## config.mk

```make
export PLATFORM = sky130hd
export DESIGN_NAME = vga_frame_reader
export DESIGN_NICKNAME = d
export VERILOG_FILES = /design/src/rtl/vga_timing_pkg.sv /design/src/rtl/vga_sync_gen.sv /design/src/rtl/vga_frame_reader.sv
export SDC_FILE = /design/constraint.sdc
export NUM_CORES = 1
export LEC_CHECK = 0
export ABC_AREA = 1
export CORE_MARGIN = 2
export CORE_UTILIZATION = 54
export DETAILED_ROUTE_END_ITERATION = 8
export GPL_ROUTABILITY_DRIVEN = 0
export PLACE_DENSITY = 0.85
export SYNTH_ARGS = -nofsm -noshare
export SYNTH_HDL_FRONTEND = slang
export SYNTH_SLANG_ARGS = --single-unit
```

## constraint.sdc

```tcl
create_clock -name clk_i -period 2.25 [get_ports clk_i]
set_clock_uncertainty 0.2 [all_clocks]
set_input_delay 0.675 -clock clk_i [delete_from_list [all_inputs] [get_ports clk_i]]
set_output_delay 0.675 -clock clk_i [all_outputs]
set_load 0.02 [all_outputs]
```

## src/rtl/vga_timing_pkg.sv

```systemverilog
// Shared 640x480@60 timing constants, image geometry and control-bundle type
// for the display path and the filter blocks that share frame buffer 2.
package vga_timing_pkg;

    localparam int H_ACTIVE = 640;
    localparam int H_FP     = 16;
    localparam int H_SYNC   = 96;
    localparam int H_BP     = 48;

    localparam int V_ACTIVE = 480;
    localparam int V_FP     = 10;
    localparam int V_SYNC   = 2;
    localparam int V_BP     = 33;

    localparam int IMG_W    = 320;
    localparam int IMG_H    = 240;

    localparam int ADDR_W   = 17;
    localparam int CNT_W    = 10;
    localparam int RGB_W    = 12;

    // Per-pixel control flags; syncs are stored active-low as driven on the pins.
    typedef struct packed {
        logic de;
        logic hsync_n;
        logic vsync_n;
    } vga_ctrl_t;

    localparam vga_ctrl_t CTRL_IDLE = '{de: 1'b0, hsync_n: 1'b1, vsync_n: 1'b1};

endpackage

```

## src/rtl/vga_sync_gen.sv

```systemverilog
// Horizontal/vertical counters with raw sync, active and frame strobes.
// All decodes are taken straight from the counter registers (undelayed domain).
module vga_sync_gen
    import vga_timing_pkg::*;
#(
    parameter int H_ACT   = H_ACTIVE,
    parameter int H_FRONT = H_FP,
    parameter int H_SYN   = H_SYNC,
    parameter int H_BACK  = H_BP,
    parameter int V_ACT   = V_ACTIVE,
    parameter int V_FRONT = V_FP,
    parameter int V_SYN   = V_SYNC,
    parameter int V_BACK  = V_BP
) (
    input  logic             clk_i,
    input  logic             rst_i,
    output logic [CNT_W-2:0] col_o,
    output vga_ctrl_t        ctrl_o,
    output logic             line_step_o,
    output logic             frame_start_o,
    output logic             frame_wrap_o,
    output logic             frame_done_o
);

    localparam int H_TOT = H_ACT + H_FRONT + H_SYN + H_BACK;
    localparam int V_TOT = V_ACT + V_FRONT + V_SYN + V_BACK;

    localparam logic [CNT_W-1:0] H_LAST     = CNT_W'(H_TOT - 1);
    localparam logic [CNT_W-1:0] H_ACT_C    = CNT_W'(H_ACT);
    localparam logic [CNT_W-1:0] H_SYNC_BEG = CNT_W'(H_ACT + H_FRONT);
    localparam logic [CNT_W-1:0] H_SYNC_END = CNT_W'(H_ACT + H_FRONT + H_SYN);
    localparam logic [CNT_W-1:0] V_LAST     = CNT_W'(V_TOT - 1);
    localparam logic [CNT_W-1:0] V_ACT_C    = CNT_W'(V_ACT);
    localparam logic [CNT_W-1:0] V_SYNC_BEG = CNT_W'(V_ACT + V_FRONT);
    localparam logic [CNT_W-1:0] V_SYNC_END = CNT_W'(V_ACT + V_FRONT + V_SYN);

    logic [CNT_W-1:0] hcnt_q, hcnt_d;
    logic [CNT_W-1:0] vcnt_q, vcnt_d;
    logic             h_wrap, v_wrap;

    // Counter next-state: hcnt wraps each line, vcnt steps on hcnt wrap.
    always_comb begin
        h_wrap = (hcnt_q == H_LAST);
        v_wrap = (vcnt_q == V_LAST);
        hcnt_d = h_wrap ? '0 : hcnt_q + 1'b1;
        vcnt_d = vcnt_q;
        if (h_wrap) begin
            vcnt_d = v_wrap ? '0 : vcnt_q + 1'b1;
        end
    end

    // Counter registers.
    always_ff @(posedge clk_i) begin
        if (rst_i) begin
            hcnt_q <= '0;
            vcnt_q <= '0;
        end else begin
            hcnt_q <= hcnt_d;
            vcnt_q <= vcnt_d;
        end
    end

    // Raw timing decodes; line_step fires at the end of each odd visible line.
    always_comb begin
        ctrl_o.de      = (hcnt_q < H_ACT_C) && (vcnt_q < V_ACT_C);
        ctrl_o.hsync_n = !((hcnt_q >= H_SYNC_BEG) && (hcnt_q < H_SYNC_END));
        ctrl_o.vsync_n = !((vcnt_q >= V_SYNC_BEG) && (vcnt_q < V_SYNC_END));
        col_o          = hcnt_q[CNT_W-1:1];
        line_step_o    = h_wrap && vcnt_q[0] && (vcnt_q < V_ACT_C);
        frame_start_o  = (hcnt_q == '0) && (vcnt_q == '0);
        frame_wrap_o   = h_wrap && v_wrap;
        frame_done_o   = (hcnt_q == '0) && (vcnt_q == V_ACT_C);
    end

endmodule

```

## src/rtl/vga_frame_reader.sv

```systemverilog
// Display reader for frame buffer 2: scans the 320x240 image with 2x2 pixel
// replication, aligns sync/de with the 3-cycle read pipeline and gates colour.
module vga_frame_reader
    import vga_timing_pkg::*;
#(
    parameter int H_ACT     = H_ACTIVE,
    parameter int H_FRONT   = H_FP,
    parameter int H_SYN     = H_SYNC,
    parameter int H_BACK    = H_BP,
    parameter int V_ACT     = V_ACTIVE,
    parameter int V_FRONT   = V_FP,
    parameter int V_SYN     = V_SYNC,
    parameter int V_BACK    = V_BP,
    parameter int IMG_WIDTH = IMG_W
) (
    input  logic              clk_i,
    input  logic              rst_i,
    input  logic              display_en,
    output logic [ADDR_W-1:0] rdaddr_buf2,
    input  logic [RGB_W-1:0]  din_buf2,
    output logic [3:0]        vga_r,
    output logic [3:0]        vga_g,
    output logic [3:0]        vga_b,
    output logic              vga_hsync,
    output logic              vga_vsync,
    output logic              vga_de,
    output logic              frame_done
);

    localparam logic [ADDR_W-1:0] LINE_STEP = ADDR_W'(IMG_WIDTH);

    logic [CNT_W-2:0]  col;
    vga_ctrl_t         ctrl_raw;
    logic              line_step, frame_start, frame_wrap;

    logic [ADDR_W-1:0] line_base_q, line_base_d;
    logic [ADDR_W-1:0] rdaddr_q, rdaddr_d;
    logic              frame_en_q, frame_en_d;
    vga_ctrl_t         ctrl_p0_q, ctrl_p0_d;
    vga_ctrl_t         ctrl_p1_q, ctrl_p1_d;
    vga_ctrl_t         ctrl_p2_q, ctrl_p2_d;
    logic [RGB_W-1:0]  rgb_q, rgb_d;

    vga_sync_gen #(
        .H_ACT   (H_ACT),
        .H_FRONT (H_FRONT),
        .H_SYN   (H_SYN),
        .H_BACK  (H_BACK),
        .V_ACT   (V_ACT),
        .V_FRONT (V_FRONT),
        .V_SYN   (V_SYN),
        .V_BACK  (V_BACK)
    ) u_sync (
        .clk_i         (clk_i),
        .rst_i         (rst_i),
        .col_o         (col),
        .ctrl_o        (ctrl_raw),
        .line_step_o   (line_step),
        .frame_start_o (frame_start),
        .frame_wrap_o  (frame_wrap),
        .frame_done_o  (frame_done)
    );

    // Address walk (accumulated line base, no multiplier), enable latch,
    // control alignment pipe and colour gating against the delayed de.
    always_comb begin
        line_base_d = line_base_q;
        if (frame_wrap) begin
            line_base_d = '0;
        end else if (line_step) begin
            line_base_d = line_base_q + LINE_STEP;
        end

        rdaddr_d = rdaddr_q;
        if (ctrl_raw.de) begin
            rdaddr_d = line_base_q + ADDR_W'(col);
        end

        frame_en_d = frame_start ? display_en : frame_en_q;

        ctrl_p0_d = ctrl_raw;
        ctrl_p1_d = ctrl_p0_q;
        ctrl_p2_d = ctrl_p1_q;

        // ctrl_p1 belongs to the same pixel as the din arriving this cycle.
        rgb_d = (ctrl_p1_q.de && frame_en_q) ? din_buf2 : '0;
    end

    // State registers; everything returns to the blanked idle state on reset.
    always_ff @(posedge clk_i) begin
        if (rst_i) begin
            line_base_q <= '0;
            rdaddr_q    <= '0;
            frame_en_q  <= 1'b0;
            ctrl_p0_q   <= CTRL_IDLE;
            ctrl_p1_q   <= CTRL_IDLE;
            ctrl_p2_q   <= CTRL_IDLE;
            rgb_q       <= '0;
        end else begin
            line_base_q <= line_base_d;
            rdaddr_q    <= rdaddr_d;
            frame_en_q  <= frame_en_d;
            ctrl_p0_q   <= ctrl_p0_d;
            ctrl_p1_q   <= ctrl_p1_d;
            ctrl_p2_q   <= ctrl_p2_d;
            rgb_q       <= rgb_d;
        end
    end

    assign rdaddr_buf2 = rdaddr_q;
    assign vga_r       = rgb_q[11:8];
    assign vga_g       = rgb_q[7:4];
    assign vga_b       = rgb_q[3:0];
    assign vga_hsync   = ctrl_p2_q.hsync_n;
    assign vga_vsync   = ctrl_p2_q.vsync_n;
    assign vga_de      = ctrl_p2_q.de;

endmodule

```

==> run_results.csv, run 1 <==
group,metric,value,unit
sta,grt_setup_unrepaired,"yes",
job,drv_cap,0,
sta,max_freq,0.424,GHz
cells_and_area,drive_gt1_share,14.5,%
sta,worst_pin_slew,0.478,ns
worst_setup_path,path_max_fanout,2,
floorplanning,initial_core_util,54.9,%
floorplanning,die_x,80.9,microns
yosys,avgSynthCellArea,7.16,sq um
cells_and_area,seq_area,1400,sq um
power_and_ir_drop,p_per_area,590,nW/um^2
cts,cts_sinks,70,
place,dpl_cell_area,3970,sq um
yosys,synth.distinct_cells,29,
worst_setup_path,crit_path_end_kind,"primary output",
worst_setup_path,rrSetupSlack,0.07,ns
cells_and_area,syn2layout_area_growth,31.4,%
min_path,worstHoldEndpoint,"ctrl_p1_q[2]$_SDFF_PP0_",
routing,ant_nets,0,
global_route,grt_max_degree,27,
yosys,netlist_area,3200,sq um
routing,dr.first_iter.drc_count,160,
sta,drv_slew,0,
routing,route.detailed.drc,0,
floorplanning,die_area,6550,sq um
global_route,grt_usage,26.0,%
cts,postCtsSetupBuffers,0,
global_route,grt_overflow,0,
sta,setup_slack,-0.110,ns
cells_and_area,final_area,4200,sq um
min_path,hold_path_class,"flip-flop to flip-flop",
global_route,antenna_found_initial,0,
routing,wl,8090,microns
cells_and_area,fin_cells,607,
floorplanning,pin_count,48,
routing,viasPerCell,5.20,
cts,cts_hold_buf,0,
yosys,yosysSeqAreaShare,43.9,%
sta,setup_viol,1,
floorplanning,die_y,80.9,microns
cts,clockBufferDepth,2,
sta,max-slew-margin-rel,68.1,%
worst_setup_path,critical_path_class,"flip-flop to primary output",
power_and_ir_drop,ir_worst_vdd,488,uV
sta,finalHoldViolCount,0,
sta,final.min_clock_period,2.36,ns
cells_and_area,fin_util,72.2,%
place,dpl.hpwl,5790,microns
sta,tns,-0.110,ns
routing,drtPass1Iterations,5,
worst_setup_path,required,1.37,ns
cells_and_area,nets,552,
worst_setup_path,rr_endpoint,"rdaddr_buf2[14]$_SDFFE_PP0P_",
cts,clock-root-buffer,"clkbuf_8",
outcome,violations,"setup timing",
cells_and_area,nFillCells,398,
cells_and_area,diodes,0,
outcome,status,"finished with violations",
cts,cts.clk_slew.worst_paths,0.07,ns
yosys,synth-seq-cells,70,
yosys,synth_fp_nets,470,
yosys,synth_warnings,0,
worst_setup_path,worstPathArrival,1.49,ns
routing,dr_total_vias,3155,
cts,clkLatencyLatePin,0.35,ns
sta,hold_ws,0.213,ns
sta,period_share,105,%
worst_setup_path,cp-start-kind,"flip-flop",
yosys,synthCells,446,
place,port_buffers,47,
cts,htree_levels,3,
cells_and_area,multiInputGateArea,1510,sq um
cts,cts_tree,"yes",
worst_setup_path,rr_worst_depth,10,
floorplanning,rows,28,
worst_setup_path,r2r_start,"u_sync.hcnt_q[7]$_SDFF_PP0_",
place,placed_cells,592,
min_path,hp-start,"ctrl_p0_q[2]$_SDFF_PP0_",
global_route,grt_pass1_vias,2976,
global_route,grt_pass1_wl,13100,microns
cts,cts_made_buffers,9,
power_and_ir_drop,power.leakage,0.00182,uW
floorplanning,core_area,5820,sq um
routing,wire_per_inst,13.3,microns
min_path,hold_depth,2,
how the worst max path moves through the flow:
stage	start	to	slack (ns)	cells past startpoint
after floorplan	u_sync.vcnt_q[0]$_SDFFE_PP0P_	frame_done	0.14	6
after global placement	u_sync.vcnt_q[0]$_SDFFE_PP0P_	frame_done	-0.23	7
after detailed placement	u_sync.vcnt_q[0]$_SDFFE_PP0P_	frame_done	-0.26	7
after CTS	u_sync.hcnt_q[1]$_SDFF_PP0_	frame_done	-0.12	7
after global routing	u_sync.hcnt_q[1]$_SDFF_PP0_	frame_done	-0.25	7
final	u_sync.hcnt_q[1]$_SDFF_PP0_	frame_done	-0.11	7
report_power, final:
group	internal (uW)	total, uW	leakage [uW]	switching [uW]
Sequential	1250	1260	0.000566	6.53
Combinational	59.3	129	0.00116	69.2
Clock	615	1090	0.0000973	477
Total	1930	2480	0.00182	552
cells in the mapped netlist, drive strengths merged:
| cell | instances | share of area [%] |
|---|---|---|
| a21oi | 31 | 4.9 |
| buf | 8 | 1.9 |
| clkbuf | 5 | 0.59 |
| dfxtp | 70 | 44 |
| fa | 1 | 0.63 |
| ha | 8 | 3.1 |
| inv | 64 | 7.5 |
| nand2 | 119 | 14 |
| nand3 | 27 | 4.5 |
| nand3b | 1 | 0.24 |
| nand4 | 8 | 1.6 |
| nor2 | 53 | 6.5 |
| nor3 | 8 | 1.3 |
| nor4 | 1 | 0.20 |
| o21ai | 17 | 2.7 |
| o22ai | 1 | 0.20 |
| o31ai | 1 | 0.24 |
| or2 | 6 | 1.2 |
| xnor2 | 3 | 0.82 |
| xor2 | 14 | 3.8 |
sequential cells by signal, summed over array words and instances (netlist names):
signal and flops:
vga_de 1, u_sync.vcnt_q 10, vga_vsync 1, rgb_q 12, u_sync.hcnt_q 10, rdaddr_buf2 17, ctrl_p1_q 3, ctrl_p0_q 3
frame_en_q 1, line_base_q 11, vga_hsync 1
per-stage QoR:
step / total power, uW / setup WS, ns
2_1_floorplan: 1350 / 0.143
3_5_place_dp: 1410 / -0.263
5_1_grt: 2560 / -0.254
6_report: 2480 / -0.110
3_3_place_gp: 1410 / -0.228
4_1_cts: 2480 / -0.118
layout make-up:
class | instances | share of cell area, %
multi-input cells | 299 | 35.8
flip-flops and latches | 70 | 33.4
repair buffers | 84 | 17.7
inverters | 64 | 5.78
clock buffers | 9 | 2.95
well taps | 75 | 2.23
clock inverters | 6 | 2.09
cell families (layout without fill, tap and decap cells):
group,count (synthesis),in the layout,share of synthesized area (%)
AO/OA/AOI/OAI,50,50,7.95
buffers and inverters,77,163,9.98
adder cells (fa/ha/maj),9,9,3.76
AND/OR/NAND/NOR,223,223,29.8
XOR/XNOR,17,17,4.66
flip-flops,70,70,43.9
critical path, cell delays in order (launching register included):
cell and delay (ns):
dfxtp_1 0.31, inv_1 0.06, ha_1 0.15, nand3_1 0.09, nor2_2 0.11, nand2_1 0.08, nor4_2 0.13, buf_2 0.20
repair_timing:
item	in CTS	in global routing
resized for setup	11	3
pin swaps	2	0
hold endpoints to repair	0	0
endpoints found under the setup margin	1	4
gates cloned	0	0
layout by cell type (no fill, tap or decap), drive strengths merged, types with 6 or more instances in the layout:
cell type and n:
a21oi 31, buf 38, clkbuf 9, clkdlybuf4s50 46, dfxtp 70, ha 8
inv 64, nand2 119, nand3 27, nand4 8, nor2 53, nor3 8
o21ai 17, or2 6, xor2 14
per-layer routing:
metal | global-route usage, % | wire [microns] | vias to the layer above
li1 | - | - | 1549
met1 | 29.6 | 3340 | 1454
met2 | 45.6 | 4030 | 134
met3 | 7.67 | 545 | 18
met4 | 10.7 | 178 | 0
met5 | 0 | 0 | -
Note: power is estimated with default switching activity, not from simulation.
==> run 2, diff against run 1 <==
--- a/config.mk
+++ b/config.mk
@@ -6,7 +6,6 @@
 export NUM_CORES = 1
 export LEC_CHECK = 0
 export ABC_AREA = 1
-export CORE_MARGIN = 2
 export CORE_UTILIZATION = 54
 export DETAILED_ROUTE_END_ITERATION = 8
 export GPL_ROUTABILITY_DRIVEN = 0
==> run 2 against run 1 <==
The flow still finishes with violations (setup timing). Global-route usage grew 1.9 points. Worst setup slack gained 0.012 ns. Critical path depth shrank 1. Via count grew 0.51%. Total power grew 2.1%. Flip-flop and latch count is the same. Sequential power is essentially flat. Register-to-register slack gained 0.05 ns. Utilization grew 4.0 points. Wire length grew 3.1%. Die area shrank 4.9%. Critical path type unchanged. Highest routed layer unchanged.
==> run_results.csv, run 2 (synthesis gave the netlist of run 1 again) <==
group,metric,value,unit
outcome,status,"finished with violations",
outcome,violations,"setup timing",
global_route,grt_pass1_vias,3042,
sta,finalHoldViolCount,0,
cells_and_area,final_cell_mix,"116 x nand2_1, 65 x dfxtp_1, 57 x inv_1",
cells_and_area,syn2layout_area_growth,33.8,%
power_and_ir_drop,power.leakage,0.00186,uW
sta,grt_setup_unrepaired,"yes",
cells_and_area,diodes,0,
global_route,antenna_found_initial,0,
sta,final.min_clock_period,2.35,ns
worst_setup_path,critical_path_class,"flip-flop to primary output",
sta,max_freq,0.426,GHz
floorplanning,core_area,5610,sq um
worst_setup_path,crit_start,"u_sync.hcnt_q[2]$_SDFF_PP0_",
floorplanning,die_area,6230,sq um
cts,cts_sinks,70,
routing,viasPerCell,5.22,
sta,drv_slew,0,
worst_setup_path,required,1.37,ns
job,drv_cap,0,
cells_and_area,final_area,4280,sq um
min_path,hp-start,"ctrl_p0_q[2]$_SDFF_PP0_",
sta,period_share,104,%
global_route,grt_usage,28.0,%
power_and_ir_drop,p_per_area,592,nW/um^2
worst_setup_path,worstPathArrival,1.47,ns
floorplanning,die_y,78.9,microns
worst_setup_path,path_max_fanout,2,
cts,clkLatencyLatePin,0.35,ns
cts,cts.clk_slew.worst_paths,0.07,ns
routing,route.detailed.drc,0,
cts,cts_made_buffers,9,
sta,worst_pin_slew,0.494,ns
floorplanning,rows,27,
cts,clockBufferDepth,2,
floorplanning,initial_core_util,57.0,%
sta,setup_slack,-0.0978,ns
worst_setup_path,cp-start-kind,"flip-flop",
cells_and_area,nets,554,
place,dpl_cell_area,3990,sq um
power_and_ir_drop,ir_worst_vdd,359,uV
cts,cts_hold_buf,0,
routing,ant_nets,0,
cells_and_area,drive_gt1_share,16.8,%
routing,drtPass1Iterations,5,
routing,wl,8340,microns
sta,setup_viol,1,
cts,cts_tree,"yes",
place,port_buffers,47,
cells_and_area,largest_reg_flops,17,
worst_setup_path,crit_path_end_kind,"primary output",
floorplanning,die_x,78.9,microns
cts,htree_levels,3,
place,dp_slack,-0.260,ns
global_route,grt_max_degree,27,
global_route,grt_overflow,0,
place,dpl.hpwl,5670,microns
global_route,grt_pass1_wl,13500,microns
routing,wire_per_inst,13.7,microns
routing,dr.first_iter.drc_count,201,
cts,clock-root-buffer,"clkbuf_8",
min_path,hold_path_class,"flip-flop to flip-flop",
cells_and_area,nFillCells,330,
power_and_ir_drop,total_power,2530,uW
routing,dr_total_vias,3171,
floorplanning,pin_count,48,
cells_and_area,final_common_cell,"nand2_1",
worst_setup_path,r2r_start,"u_sync.hcnt_q[7]$_SDFF_PP0_",
sta,max-slew-margin-rel,67.0,%
==> run 2: cell type report <==
cell class                 instances  area (sq um)  area share, %
clock inverter                     6          85.1           1.99
inverter                          64           240           5.62
sequential                        70          1410           32.9
multi-input combinational        299          1530           35.8
tap                               72          90.1           2.11
timing repair buffer              86           786           18.4
clock buffer                      10           138           3.22
==> run 2: final timing paths <==
| kind | end | slack [ns] | cells after the start |
|---|---|---|---|
| max reg2reg | rdaddr_buf2[16]$_SDFFE_PP0P_ | 0.12 | 10 |
| min reg2reg | ctrl_p1_q[2]$_SDFF_PP0_ | 0.21 | 2 |
| min | ctrl_p1_q[2]$_SDFF_PP0_ | 0.21 | 2 |
| max | frame_done | -0.1 | 6 |
==> run 2: report_power, final <==
group          internal [uW]  switching, uW
combinational           66.7           71.4
sequential              1250           6.78
clock                    650            484
==> run 2: metal layers <==
layer | vias to the layer above | wire, microns | global-route usage, %
met3 | 25 | 511 | 5.86
li1 | 1558 | - | -
met2 | 118 | 4220 | 50.4
met1 | 1470 | 3380 | 31.0
met4 | 0 | 228 | 14.0
met5 | - | 0 | 0
==> run 2: critical path, stage by stage, from the launching register on <==
cell	delay, ns
dfxtp_2	0.33
nor2_2	0.10
nand3_1	0.09
nor3_2	0.19
nand2_1	0.10
nor4_2	0.13
buf_4	0.18
==> run 2: per-stage QoR <==
stage / setup TNS (ns) / cells / hold WS, ns / utilization (%)
floorplan: 0 / 446 / 0.188 / -
global placement: -0.231 / 590 / 0.188 / 71.2
detailed placement: -0.280 / 590 / 0.203 / 71.2
CTS: -0.0940 / 607 / 0.213 / 75.6
global route: -0.257 / 607 / 0.225 / 76.2
finish: -0.0978 / 607 / 0.213 / 76.2
==> run 2: timing repair <==
action | 4_1_cts | 5_1_grt
endpoints found under the setup margin | 1 | 3
pin swaps | 1 | 5
gates resized for setup | 13 | 13
buffers inserted | 1 | 0
